### src/rtl/sub_in_rq_stream.sv
`default_nettype none
// ============================================================================
//  Module      : sub_in_rq_stream
//  Description : Streaming coefficient-wise subtractor in Rq = Z_q[x]/(x^N-1),
//                q = 2^Q_BITS. One (in1 - in2) mod q result per accepted beat,
//                exactly N beats per start, valid/ready on both sides.
//                Optional macro SUB_IN_RQ_BORROW_EN adds a registered
//                borrow_o output flagging in1 < in2.
//  Revision    : 1.0 - initial release
// ============================================================================
module sub_in_rq_stream #(
    parameter int N      = 701,
    parameter int Q_BITS = 13
) (
    input  logic              clk,
    input  logic              rst_n,
    input  logic              start,
    input  logic              in_valid,
    output logic              in_ready,
    input  logic [Q_BITS-1:0] in1,
    input  logic [Q_BITS-1:0] in2,
    output logic              out_valid,
    input  logic              out_ready,
    output logic [Q_BITS-1:0] out,
    output logic              out_last,
    output logic              busy,
`ifdef SUB_IN_RQ_BORROW_EN
    output logic              borrow_o,
`endif
    output logic              done
);

    localparam int CNT_W = $clog2(N + 1);
    localparam logic [CNT_W-1:0] C_LAST_IDX = CNT_W'(N - 1);

    typedef enum logic [1:0] {
        IDLE  = 2'd0,
        RUN   = 2'd1,
        FLUSH = 2'd2
    } state_t;

    state_t           r_state;
    logic [CNT_W-1:0] r_cnt;

    logic              w_accept;
    logic              w_consume;
    logic              w_is_last;
    logic [Q_BITS-1:0] w_diff;

    // Input side may move only when the output register is free or draining.
    assign in_ready  = (r_state == RUN) && (!out_valid || out_ready);
    assign w_accept  = in_valid && in_ready;
    assign w_consume = out_valid && out_ready;
    assign w_is_last = (r_cnt == C_LAST_IDX);
    assign busy      = (r_state != IDLE);

    // Two's-complement subtract; the dropped carry is the mod-q reduction.
    assign w_diff = in1 + ~in2 + Q_BITS'(1);

    // Frame sequencing: counts accepted beats and emits done after the last is taken.
    always_ff @(posedge clk or negedge rst_n) begin
        if (!rst_n) begin
            r_state <= IDLE;
            r_cnt   <= '0;
            done    <= 1'b0;
        end else begin
            done <= 1'b0;
            case (r_state)
                IDLE: begin
                    if (start) begin
                        r_state <= RUN;
                        r_cnt   <= '0;
                    end
                end
                RUN: begin
                    if (w_accept) begin
                        r_cnt <= r_cnt + CNT_W'(1);
                        if (w_is_last) begin
                            r_state <= FLUSH;
                        end
                    end
                end
                FLUSH: begin
                    if (w_consume && out_last) begin
                        r_state <= IDLE;
                        done    <= 1'b1;
                    end
                end
                default: r_state <= IDLE;
            endcase
        end
    end

    // Output register: loads on accept, clears on drain, holds under backpressure.
    always_ff @(posedge clk or negedge rst_n) begin
        if (!rst_n) begin
            out       <= '0;
            out_valid <= 1'b0;
            out_last  <= 1'b0;
        end else if (w_accept) begin
            out       <= w_diff;
            out_valid <= 1'b1;
            out_last  <= w_is_last;
        end else if (w_consume) begin
            out_valid <= 1'b0;
            out_last  <= 1'b0;
        end
    end

`ifdef SUB_IN_RQ_BORROW_EN
    // Borrow flag travels with the result it describes.
    always_ff @(posedge clk or negedge rst_n) begin
        if (!rst_n) begin
            borrow_o <= 1'b0;
        end else if (w_accept) begin
            borrow_o <= (in1 < in2);
        end
    end
`endif

endmodule
`default_nettype wire

### config.mk
export PLATFORM = sky130hd
export DESIGN_NAME = sub_in_rq_stream
export DESIGN_NICKNAME = d
export VERILOG_FILES = /design/src/rtl/sub_in_rq_stream.sv
export SDC_FILE = /design/constraint.sdc
export NUM_CORES = 1
export LEC_CHECK = 0
export ABC_CLOCK_PERIOD_IN_PS = 2000
export CORE_MARGIN = 1.5
export CORE_UTILIZATION = 45
export CTS_CLUSTER_SIZE = 16
export DETAILED_ROUTE_END_ITERATION = 10
export GPL_ROUTABILITY_DRIVEN = 0
export GPL_TIMING_DRIVEN = 1
export PLACE_DENSITY_LB_ADDON = 0.2
export SYNTH_ARGS = -nofsm -noshare
export SYNTH_HDL_FRONTEND = slang
export SYNTH_SLANG_ARGS = --single-unit
### constraint.sdc
create_clock -name clk -period 2 [get_ports clk]
set_input_delay 0.2 -clock clk [delete_from_list [all_inputs] [get_ports clk]]
set_output_delay 0.2 -clock clk [all_outputs]
set_load 0.05 [all_outputs]
==> results.md, run 1 <==
- Max Fanout on Critical Path: 3
- Combined global-route utilization of all metal layers: 20.30%
- Largest net degree at the start of global routing: 29
- Seq cells post-synth: 28
- Wire length per cell: 12.84 µm
- Area of the mapped netlist: 1809 µm²
- Overall die height: 66.41 µm
- Critical path data arrival time: 2.11 ns
- Utilization after layout: 67.98%
- Crit path launch type: input pin
- Row count: 22
- Ys Warns: 0
- Commonest non-fill, non-tap cell in the layout: sky130_fd_sc_hd__clkdlybuf4s50_1
- Core Footprint: 3771 µm²
- Number of buffers added on ports: 48
- Crit path time final: 1.938 ns
- Post-route clock skew: 0.002735 ns
- Clock edge transition at the registers on the reported setup and hold paths: 0.09 ns
- Diodes inserted: 0
- Outcome: complete, no violations
- Worst Hold Class: input pin to asynchronous set/reset pin
- Final count of pins violating max slew: 0
- Total die area: 4410 µm²
- Power per cell area: 803.6 nW/µm²
- Count of flip-flops with a built-in enable after synthesis: 0
- Net total in the final layout: 318
- Syn_area_per_cell: 8.826 µm²
- Max-cap check violation count: 0
- Origin of the critical flop-to-flop path: r_state[1]
- CTS tree: done
- Routed wire length: 4082 µm
- Commonest cells after routing, fill and taps aside: sky130_fd_sc_hd__clkdlybuf4s50_1, sky130_fd_sc_hd__nand2_1, sky130_fd_sc_hd__dfrtp_1, sky130_fd_sc_hd__buf_4, sky130_fd_sc_hd__inv_1
- Die width: 66.41 µm
- # IOs: 49
- TritonCTS buffer count: 3
- Post-DP Area: 2480 µm²
- First-pass detailed-route iteration total: 4
- Part of the cycle the worst path needs: 96.88%
- Vias/cell: 5.318
- Critical Path RT: 2.17 ns
- Starting Density: 47.98%
- Number of distinct library cells after synthesis: 39
- Fraction of final layout cells sized beyond drive strength 1: 13.70%
- Post-synthesis cell count: 205
- Least-Margin Pin Slew: 0.5171 ns
- Post-CTS Setup Inserts: 0
- Total congestion overflow after global routing: 0
- Number of endpoints with negative hold slack in the final report: 0
- Final design area excluding fillers: 2564 µm²
- Clock tree buffer depth: 2
- Peak clock frequency supported by timing: 516.1 MHz
- R2r endpoint: out[12]
- Predominant post-synthesis flop cell: sky130_fd_sc_hd__dfrtp_1
- Number of antenna violations at the first check in global routing: 0
- Antenna-violating nets left: 0
- Start-to-end type of the worst setup path: input pin to flip-flop
- First-pass GRT wire length: 6941 µm
- Final setup violating endpoints: 0
- Relative slew slack: 65.42%
- Register-to-register path setup slack: 0.36 ns
- Mapped Nets: 251
- Kind of end point of the critical path: flip-flop
- CTS Sinks: 28
- Leakage: 1.185 nW
- H-tree depth: 1
- Register-to-Register Path Depth: 5
- Root cell of the clock tree: sky130_fd_sc_hd__clkbuf_8
- HPWL after DPL: 3242 µm
- Via count of the first global-routing pass: 1574
- Async set-or-reset flop fraction in the synthesized netlist: 100.0%
- Clock latency on the worst-skew pair: 0.27 ns
- Initial drt markers: 96
- Final routed DRC violation total: 0
- VDD IR max: 0.4225 mV
- Routed vias: 1691
- Layout area overhead: 41.70%
- Sequential fraction of the synthesis area: 38.73%
critical path, cell delays in order:
cell and delay (ns):
sky130_fd_sc_hd__clkdlybuf4s50_1 0.45, sky130_fd_sc_hd__inv_1 0.04, sky130_fd_sc_hd__ha_2 0.19, sky130_fd_sc_hd__fa_2 0.34, sky130_fd_sc_hd__nand2b_4 0.17, sky130_fd_sc_hd__a21oi_4 0.15, sky130_fd_sc_hd__o2111ai_2 0.15, sky130_fd_sc_hd__a21o_1 0.20
sky130_fd_sc_hd__a31o_2 0.22
flip-flops by register name (all words and copies together), names as in the netlist:
signal	cells
r_cnt	10
r_state	2
out_last	1
out_valid	1
out	13
done	1
synthesized netlist by cell type (all sizes together), types with 2 or more instances:
master   number  share of area (%)
o21ai        16                4.4
o2111ai       2               0.97
inv          18                3.7
a211oi        3                1.2
and3          4                1.5
clkbuf        2               0.42
nand3b        2               0.83
ha           14                9.7
nand4         7                2.4
nand3        10                3.0
nand2        29                6.0
xor2          9                4.4
and2          3                1.0
xnor2         5                2.4
buf           3               0.83
o31ai         3                1.2
a21oi        14                4.3
nor2         11                2.3
nor2b         2                1.1
dfrtp        28                 39
o211ai        3                1.2
nand2b        5                2.1
worst max-delay path by stage:
stage	from	end	slack (ns)
after floorplan	in1[0]	out[10]	0.16
after global placement	in1[0]	out[10]	-0.39
after detailed placement	in1[0]	out[10]	-0.44
after CTS	in1[0]	out[10]	0.02
after global routing	in2[4]	out[11]	-0.006
final	in1[0]	out[10]	0.06
cell type report:
cell class              instances  area, µm²
flip-flops and latches         28      700.7
clock buffers                   3      41.29
multi-input cells             154       1061
well taps                      48      60.06
inverters                      18      67.56
fillers                       320       1207
repair buffers                 67      633.1
repair_timing:
action	4_1_cts	5_1_grt
hold buffers	0	0
endpoints found under the hold margin	0	0
gates resized for setup	6	2
pin swaps	4	5
setup endpoints to repair	3	5
stage by stage:
stage / worst slack (ns) / TNS [ns] / power [mW] / hold WS (ns) / cells
2_1_floorplan: 0.1643 / 0 / 1.373 / -0.09559 / 205
3_3_place_gp: -0.3931 / -1.248 / 1.735 / 0.4614 / 315
3_5_place_dp: -0.4375 / -1.713 / 1.758 / 0.4697 / 315
4_1_cts: 0.01622 / 0 / 2.068 / 0.3110 / 318
5_1_grt: -0.005786 / -0.005786 / 2.178 / 0.3334 / 318
6_report: 0.06236 / 0 / 2.060 / 0.3015 / 318
logic make-up (layout without fill, tap and decap cells):
kind of cell               Yosys count  in the layout  share of synthesized area, %
and+or+nand+nor                     79             79                         23.03
buffers and inverters               23             88                         4.979
xor gates and xnor gates            14             14                         6.777
adders and majority gates           15             15                         10.79
DFF                                 28             28                         38.73
AOI/OAI and AO/OA                   46             46                         15.70
report_power, final:
group	total, mW	switching, mW	internal (mW)	leakage (nW)
clock	0.299	0.164	0.135	0.0216
combinational	0.988	0.587	0.401	0.806
sequential	0.773	0.0920	0.681	0.357
total	2.06	0.843	1.22	1.18
routing by layer:
metal | track usage, % | vias to the layer above | wire [µm]
met5 | 0 | - | 0
met4 | 6.122 | 0 | 44
met3 | 1.704 | 4 | 177
met2 | 34.25 | 56 | 2080
met1 | 27.62 | 787 | 1780
li1 | - | 844 | -
Note: power is estimated with default switching activity, not from simulation.
==> run 2, diff against run 1 <==
--- a/config.mk
+++ b/config.mk
@@ -12,7 +12,7 @@
 export DETAILED_ROUTE_END_ITERATION = 10
 export GPL_ROUTABILITY_DRIVEN = 0
 export GPL_TIMING_DRIVEN = 1
-export PLACE_DENSITY_LB_ADDON = 0.2
+export PLACE_DENSITY_LB_ADDON = 0.1
 export SYNTH_ARGS = -nofsm -noshare
 export SYNTH_HDL_FRONTEND = slang
 export SYNTH_SLANG_ARGS = --single-unit
==> results.md, run 2 (synthesis results as in run 1) <==
- Total Neg Setup Slack: 0 ns
- R2r endpoint: out[11]
- Post-Layout Cell Count: 319
- Share of total power in sequential cells: 35.3%
- Diodes inserted: 0
- Antenna-violating nets left: 0
- TritonCTS buffer count: 3
- Critical Path RT: 2.16 ns
- Setup crit start: in1[1]
- Largest registers ranked by flip-flop count: out (13), r_cnt (10), r_state (2)
- Total die area: 4410 µm²
- Origin of the critical flop-to-flop path: r_state[0]
- Dpl cells: 314
- Clock tree buffer depth: 2
- Starting Density: 47.98%
- VDD IR max: 0.3547 mV
- Max-cap check violation count: 0
- Final count of pins violating max slew: 0
- Utilization after layout: 68.85%
- Internal Dissipation: 1.350 mW
- Routed vias: 1647
- First-pass detailed-route iteration total: 4
- HPWL after DPL: 2974 µm
- Critical path data arrival time: 2.08 ns
- End point of the critical path: out[11]
- Peak clock frequency supported by timing: 520.3 MHz
- First-pass GRT wire length: 6630 µm
- Final setup violating endpoints: 0
- Kind of end point of the critical path: flip-flop
- Commonest cells after routing, fill and taps aside: sky130_fd_sc_hd__clkdlybuf4s50_1, sky130_fd_sc_hd__nand2_1, sky130_fd_sc_hd__dfrtp_1, sky130_fd_sc_hd__buf_4, sky130_fd_sc_hd__inv_1
- Clock latency on the worst-skew pair: 0.28 ns
- Max Fanout on Critical Path: 2
- Combinational cell fraction of total power: 44.4%
- CTS tree: done
- Hold Worst Slack: 0.2880 ns
- Layout area overhead: 43.50%
- Number of buffers added on ports: 48
- Fraction of final layout cells sized beyond drive strength 1: 14.02%
- Wire length per cell: 11.83 µm
- Die width: 66.41 µm
- Outcome: complete, no violations
- Register-to-Register Path Depth: 4
- Relative slew slack: 66.78%
- Least-Margin Pin Slew: 0.4967 ns
- Number of endpoints with negative hold slack in the final report: 0
- H-tree depth: 1
- Flip-flop count of the largest register, all copies and words added: 13
- Overall die height: 66.41 µm
- Commonest non-fill, non-tap cell in the layout: sky130_fd_sc_hd__clkdlybuf4s50_1
- Leakage: 1.207 nW
- Combined global-route utilization of all metal layers: 19.10%
- Root cell of the clock tree: sky130_fd_sc_hd__clkbuf_8
- Largest net degree at the start of global routing: 29
- Crit path launch type: input pin
- Switching power of the nets: 0.8514 mW
- Vias/cell: 5.163
- Register-to-register path setup slack: 0.44 ns
- Part of the cycle the worst path needs: 96.09%
- Post-route clock skew: 0.004912 ns
- Power per cell area: 848.0 nW/µm²
- Switching share of power: 38.67%
- Row count: 22
- Overall power after layout: 2.202 mW
- Part of the total power dissipated in the clock network: 20.3%
- Clock edge transition at the registers on the reported setup and hold paths: 0.10 ns
- Routed wire length: 3775 µm
- Total congestion overflow after global routing: 0
- Register ranked first by flip-flop count: out
- Start-to-end type of the worst setup path: input pin to flip-flop
- Final routed DRC violation total: 0
- CTS Sinks: 28
- Crit path time final: 1.922 ns
- Slowest cell on the critical path: sky130_fd_sc_hd__clkdlybuf4s50_1
- Number of antenna violations at the first check in global routing: 0
- Via count of the first global-routing pass: 1567
- Delay of the slowest cell on the worst path: 0.43 ns
- Core Footprint: 3771 µm²
- Worst Hold Class: input pin to asynchronous set/reset pin
- Net total in the final layout: 318
- Sequence of cells on the critical path: clkdlybuf4s50_1, buf_4, ha_1, nand2b_1, a21oi_2, o211ai_1, and4_4, or3_1
- Initial drt markers: 57
- RSZ-0062 raised after global routing: no
- # IOs: 49
-- run 2: per-layer routing --
| metal | vias up | share of wire [%] | wire [µm] | global-route usage [%] |
|---|---|---|---|---|
| met5 | - | 0 | 0 | 0 |
| met4 | 0 | 2.1 | 78 | 6.378 |
| met3 | 7 | 4.1 | 154 | 1.704 |
| met2 | 44 | 48 | 1807 | 32.63 |
| met1 | 742 | 46 | 1734 | 25.21 |
| li1 | 854 | - | - | - |
-- run 2: what timing repair did --
| action | 4_1_cts | 5_1_grt |
|---|---|---|
| hold buffers | 0 | 0 |
| setup buffers | 1 | 0 |
| resized for setup | 6 | 3 |
| endpoints found under the setup margin | 3 | 4 |
| pin swaps | 3 | 5 |
-- run 2: power by group through the flow --
stage / clock [mW] / combinational (mW) / sequential, mW
finish: 0.447 / 0.979 / 0.776
global placement: 0 / 0.949 / 0.783
floorplan: 0 / 0.334 / 1.04
detailed placement: 0 / 0.962 / 0.785
CTS: 0.450 / 0.979 / 0.777
global route: 0.469 / 1.06 / 0.793
-- run 2: layout make-up --
class                      count  area (µm²)
timing repair buffer          67       635.6
clock inverter                 1       30.03
inverter                      18       67.56
tap                           48       60.06
sequential                    28       700.7
multi-input combinational    154        1061
fill                         310        1175
clock buffer                   3       41.29
-- run 2: stage by stage --
step	setup WS, ns	instance area [µm²]
2_1_floorplan	0.1643	1809
3_3_place_gp	-0.3984	2472
3_5_place_dp	-0.4399	2472
4_1_cts	0.001218	2581
5_1_grt	0.003583	2596
6_report	0.07816	2596
-- run 2: worst max-delay path, delay by kind of cell --
kind                       cells  cell delay (ns)
and+or+nand+nor                3             0.67
buffers and inverters          2             0.58
AOI/OAI and AO/OA              2             0.37
adders and majority gates      1             0.26
-- run 2: worst min path at each step --
stage / cells after the start / endpoint / slack (ns)
floorplan: 0 / done / -0.1
global placement: 2 / out[0] / 0.46
detailed placement: 1 / done / 0.47
CTS: 2 / out[0] / 0.31
global route: 2 / done / 0.32
finish: 2 / done / 0.29
==> RTL edit 1 (flow settings as in run 1) <==
Set the parameter `Q_BITS` to 26 (it was 13).
--- a/src/rtl/sub_in_rq_stream.sv
+++ b/src/rtl/sub_in_rq_stream.sv
@@ -10,7 +10,7 @@
 // ============================================================================
 module sub_in_rq_stream #(
     parameter int N      = 701,
-    parameter int Q_BITS = 13
+    parameter int Q_BITS = 26
 ) (
     input  logic              clk,
     input  logic              rst_n,
Ports: changed (resized in1, in2 and out); port bits go from 49 to 88. The function was not compared with the original's and may differ.
==> RTL edit 1 against run 1 <==
  * Setup slack got worse by 0.13 ns
  * The flow now finishes with violations (setup timing)
  * Synthesized area increased by 82%
  * Register-to-register slack got worse by 0.11 ns
  * Largest power group unchanged
  * Worst hold slack got worse by 0.053 ns
  * Fmax decreased by 6.2%
  * Count of clock-buffer cells in the layout increased by 3
  * Final area increased by 120%
  * Final cell count increased by 110%
  * Critical path type unchanged
  * Sequential cell count increased by 13
  * Total power increased by 94%
  * Routed wire length increased to 3.0 times the old value
==> RTL edit 1: results (changes against run 1) <==
* Fraction of the mapped netlist area in adder cells at 0.109 (+0.00107)
* Max VDD drop at 402 uV (-4.8%)
* Clock Power Share at 0.182 (+0.037)
* Status: finished with violations
* Final setup viols at 1 (+1)
* DR vias at 3957 (+130%)
* Synth top cells by count: 52 x nand2_1, 41 x dfrtp_1, 37 x inv_1
* H-tree levels at 2 (+1)
* Layout Skew at 0.0113 ns (+0.00853 ns)
* Critical Path Fanout Max at 4 (+1)
* Port bufs at 87 (+81%)
* Combinational power at 0.00213 W (+120%)
* Mux contribution to synthesized area at 0.0122 (+0.0122)
* DP Cell Count at 643 (+100%)
* Leak at 2.68 nW (+130%)
* First-pass GRT wire length at 17000 um (+140%)
* Failing checks: setup timing
* GRT Resource Usage Total at 0.281 (+0.0775)
* Vias in the first global route at 3682 (+130%)
* Layout fillers at 401 (+25%)
* Seq/Total Area, Yosys at 0.312 (-0.0749)
* Largest regs: out x26, r_cnt x10, r_state x2
* Synth Net Count at 483 (+92%)
* Power per cell area at 697 nW/um^2 (-13%)
* Synth area leaders: dfrtp_1 31%, ha_1 10%, nand2_1 5.9%
* First-pass iteration count of the detailed router at 5 (+1)
* Worst-margin pin slew at 0.545 ns (+0.0276 ns)
* DP Wirelength at 7580 um (+130%)
* DR iter-0 viols at 368 (+280%)
* Cell variety after synth at 65 (+67%)
* XOR/XNOR share of the synthesized area at 0.0480 (-0.0198)
* Drt total wl at 12400 um (+200%)
* Worst setup margin at -0.0652 ns (-0.128 ns)
* Sw Ratio at 0.420 (+0.0108)
* Layout cells sized above 1 at 0.374 (+0.237)
* Largest net degree at the start of global routing at 42 (+45%)
* WL per Instance at 18.5 um (+44%)
* Worst Hold Class: in -> reg
* Setup_tns at -0.0652 ns (-0.0652 ns)
* Nets at 656 (+110%)
## RTL edit 1: changes by cell type in the layout (fill, tap and decap cells not counted), sizes merged, moves of 15 or more
| cell | delta |
|---|---|
| inv | +19 |
| dlymetal6s2s | +27 |
| nor2 | +15 |
| buf | +79 |
| nand2 | +23 |
## RTL edit 1: final cells by class
cell class,instances,area (um^2),share of cell area
tap,96,120,0.0210
sequential,41,1030,0.179
clock inverter,2,37.5,0.00656
clock buffer,6,82.6,0.0144
timing repair buffer,183,1670,0.292
inverter,37,139,0.0243
multi-input combinational,303,2640,0.462
## RTL edit 1: path summary, 6_finish.rpt
path	startpoint	end	slack (ns)
worst min-delay path	in2[0]	out[0]	0.25
worst max-delay path	in2[13]	out[24]	-0.07
worst max register to register	out_valid	out[12]	0.25
worst min register to register	out[2]	out[2]	0.49
min in group asynchronous	rst_n	out[1]	0.50
max in group asynchronous	rst_n	r_state[0]	1.13
## RTL edit 1: what timing repair did
item                                    CTS  global route
setup buffers                             7             9
resized for setup                        77            94
pin swaps                                32            57
hold endpoints to repair                 41             0
hold buffers                              1             0
endpoints found under the setup margin   15            15
## RTL edit 1: metal layers
| metal | vias up | GRT usage | routed length (um) |
|---|---|---|---|
| li1 | 1778 | - | - |
| met1 | 1882 | 0.344 | 4790 |
| met2 | 227 | 0.495 | 6190 |
| met3 | 70 | 0.0504 | 782 |
| met4 | 0 | 0.0966 | 609 |
| met5 | - | 0 | 0 |
## RTL edit 1: worst max-delay path, stage by stage
cell             delay (ns)
clkdlybuf4s50_1        0.47
inv_2                  0.05
ha_4                   0.28
nor2_1                 0.06
nor2_2                 0.16
nand4_1                0.15
buf_6                  0.17
a311oi_4               0.36
nor3_2                 0.10
o31ai_2                0.26
==> RTL edit 2 (config.mk and constraints of run 1) <==
Without the edit above. Compare `r_cnt` against `C_LAST_IDX` with >= in place of ==.
--- a/src/rtl/sub_in_rq_stream.sv
+++ b/src/rtl/sub_in_rq_stream.sv
@@ -51,7 +51,7 @@
     assign in_ready  = (r_state == RUN) && (!out_valid || out_ready);
     assign w_accept  = in_valid && in_ready;
     assign w_consume = out_valid && out_ready;
-    assign w_is_last = (r_cnt == C_LAST_IDX);
+    assign w_is_last = (r_cnt >= C_LAST_IDX);
     assign busy      = (r_state != IDLE);
 
     // Two's-complement subtract; the dropped carry is the mod-q reduction.
Check against the original RTL: no difference found for any inputs over 10 cycles, from zero or initial values and one cycle with rst_n low; that may be too few to reach the edited logic, so the function may still have changed.
==> RTL edit 2 against run 1 <==
  * Final area is 3.3% higher
  * First-iteration DRC count decreased by 13%
  * Critical endpoint unchanged
  * Routed wire length is 0.76% higher
  * Final cell count rose by 3.1%
  * Sequential cell count is the same
  * Sequential share of layout area decreased by 0.88 points
  * Synthesized area grew 4.5%
  * Setup slack worse by 0.010 ns
  * Highest routed layer unchanged
  * Total power grew 12%
==> RTL edit 2: results (changes against run 1) <==
* Nets at 325 (+2.2%)
* Via density at 5.32 (+0.10%)
* Cell variety after synth at 44 (+13%)
* WL per Instance at 12.5 um (-2.3%)
* Status: finished, final reports clean
* Placement Setup Slack at -0.442 ns (-0.00414 ns)
* First-pass GRT wire length at 7090 um (+2.2%)
* GRT Resource Usage Total at 0.202 (-0.000576)
* DR iter-0 viols at 84 (-13%)
* Layout cells sized above 1 at 0.144 (+0.00685)
* Layout Skew at 0.00182 ns (-0.000918 ns)
* Synth Net Count at 260 (+3.6%)
* Clk_lat worst skew at 0.28 ns
* Synth area leaders: dfrtp_1 37%, ha_1 9.3%, nand2_1 4.8%
* DP Wirelength at 3190 um (-1.6%)
* Vias in the first global route at 1606 (+2.0%)
* R2R Setup Slk at 0.41 ns (+0.05 ns)
* Max VDD drop at 677 uV (+60%)
* Leak at 1.18 nW (about the same)
* Seq/Total Area, Yosys at 0.371 (-0.0167)
* Placed cell area at 2560 um^2 (+3.4%)
* First-pass iteration count of the detailed router at 4 (unchanged)
* Critical Path Fanout Max at 2 (-1)
* Setup bufs post-CTS at 0 (unchanged)
* Most common flop cell mapped by yosys: dfrtp_1
* Total CTS buffers at 3 (unchanged)
* Worst-margin pin slew at 0.505 ns (-0.0123 ns)
* Arr. time, crit path at 2.11 ns (about the same)
* Worst Hold Class: in -> async
* Synth top cells by count: 28 x dfrtp_1, 24 x nand2_1, 19 x inv_1
* Worst-path clk slew at 0.10 ns
* Worst setup margin at 0.0524 ns (-0.00997 ns)
* Delay-heaviest family, CP: simple AND/OR/NAND/NOR gates
* H-tree levels at 1 (unchanged)
* WHS at 0.297 ns (-0.00409 ns)
* Largest net degree at the start of global routing at 29 (unchanged)
* CTS Buffer Depth at 2 (unchanged)
* Fraction of registers with async set/reset at 1.00 (unchanged)
## RTL edit 2: where the power goes
group	total (W)	internal, W	switching [W]
clock	0.000357	0.000177	0.000180
combinational	0.00111	0.000464	0.000649
sequential	0.000845	0.000721	0.000125
total	0.00231	0.00136	0.000953
## RTL edit 2: final timing paths
check | to
min in group clk | out[1]
worst max register to register | r_state[0]
worst min register to register | out[1]
worst max-delay path | out[10]
max in group asynchronous | out[9]
worst min-delay path | r_cnt[9]
## RTL edit 2: repair_timing
item / CTS / global route
pin swaps: 2 / 1
hold buffers: 0 / 0
setup endpoints to repair: 1 / 2
resized for setup: 4 / 3
hold endpoints to repair: 0 / 0
## RTL edit 2: final cells by class
type,instances,area (um^2)
Inverter,19,71.3
Fill cell,335,1380
Sequential cell,28,701
Clock buffer,4,55.1
Tap cell,50,62.6
Timing Repair Buffer,69,651
Multi-Input combinational cell,158,1110
## RTL edit 2: cell families (layout without fill, tap and decap cells)
group           after synthesis  in the layout  share of synthesized area
compound gates               51             51                      0.173
buf+inv                      28             92                     0.0602
flops                        28             28                      0.371
xor+xnor                     12             12                     0.0556
fa+ha+maj                    15             15                      0.103
simple gates                 80             80                      0.238
## RTL edit 2: metal layers
layer  up-vias  wire [um]  track usage
li1        883          -            -
met1       818       1940        0.270
met2        40       1980        0.331
met5         -          0            0
met3         5        143       0.0395
met4         0         50       0.0675
## RTL edit 2: per-stage QoR
step           std cells  utilization  total power (W)  TNS, ns
2_1_floorplan        214            -          0.00155        0
3_3_place_gp         324        0.636          0.00194    -1.33
3_5_place_dp         324        0.636          0.00197    -1.65
4_1_cts              328        0.654          0.00233        0
5_1_grt              328        0.657          0.00248  -0.0161
6_report             328        0.657          0.00231        0
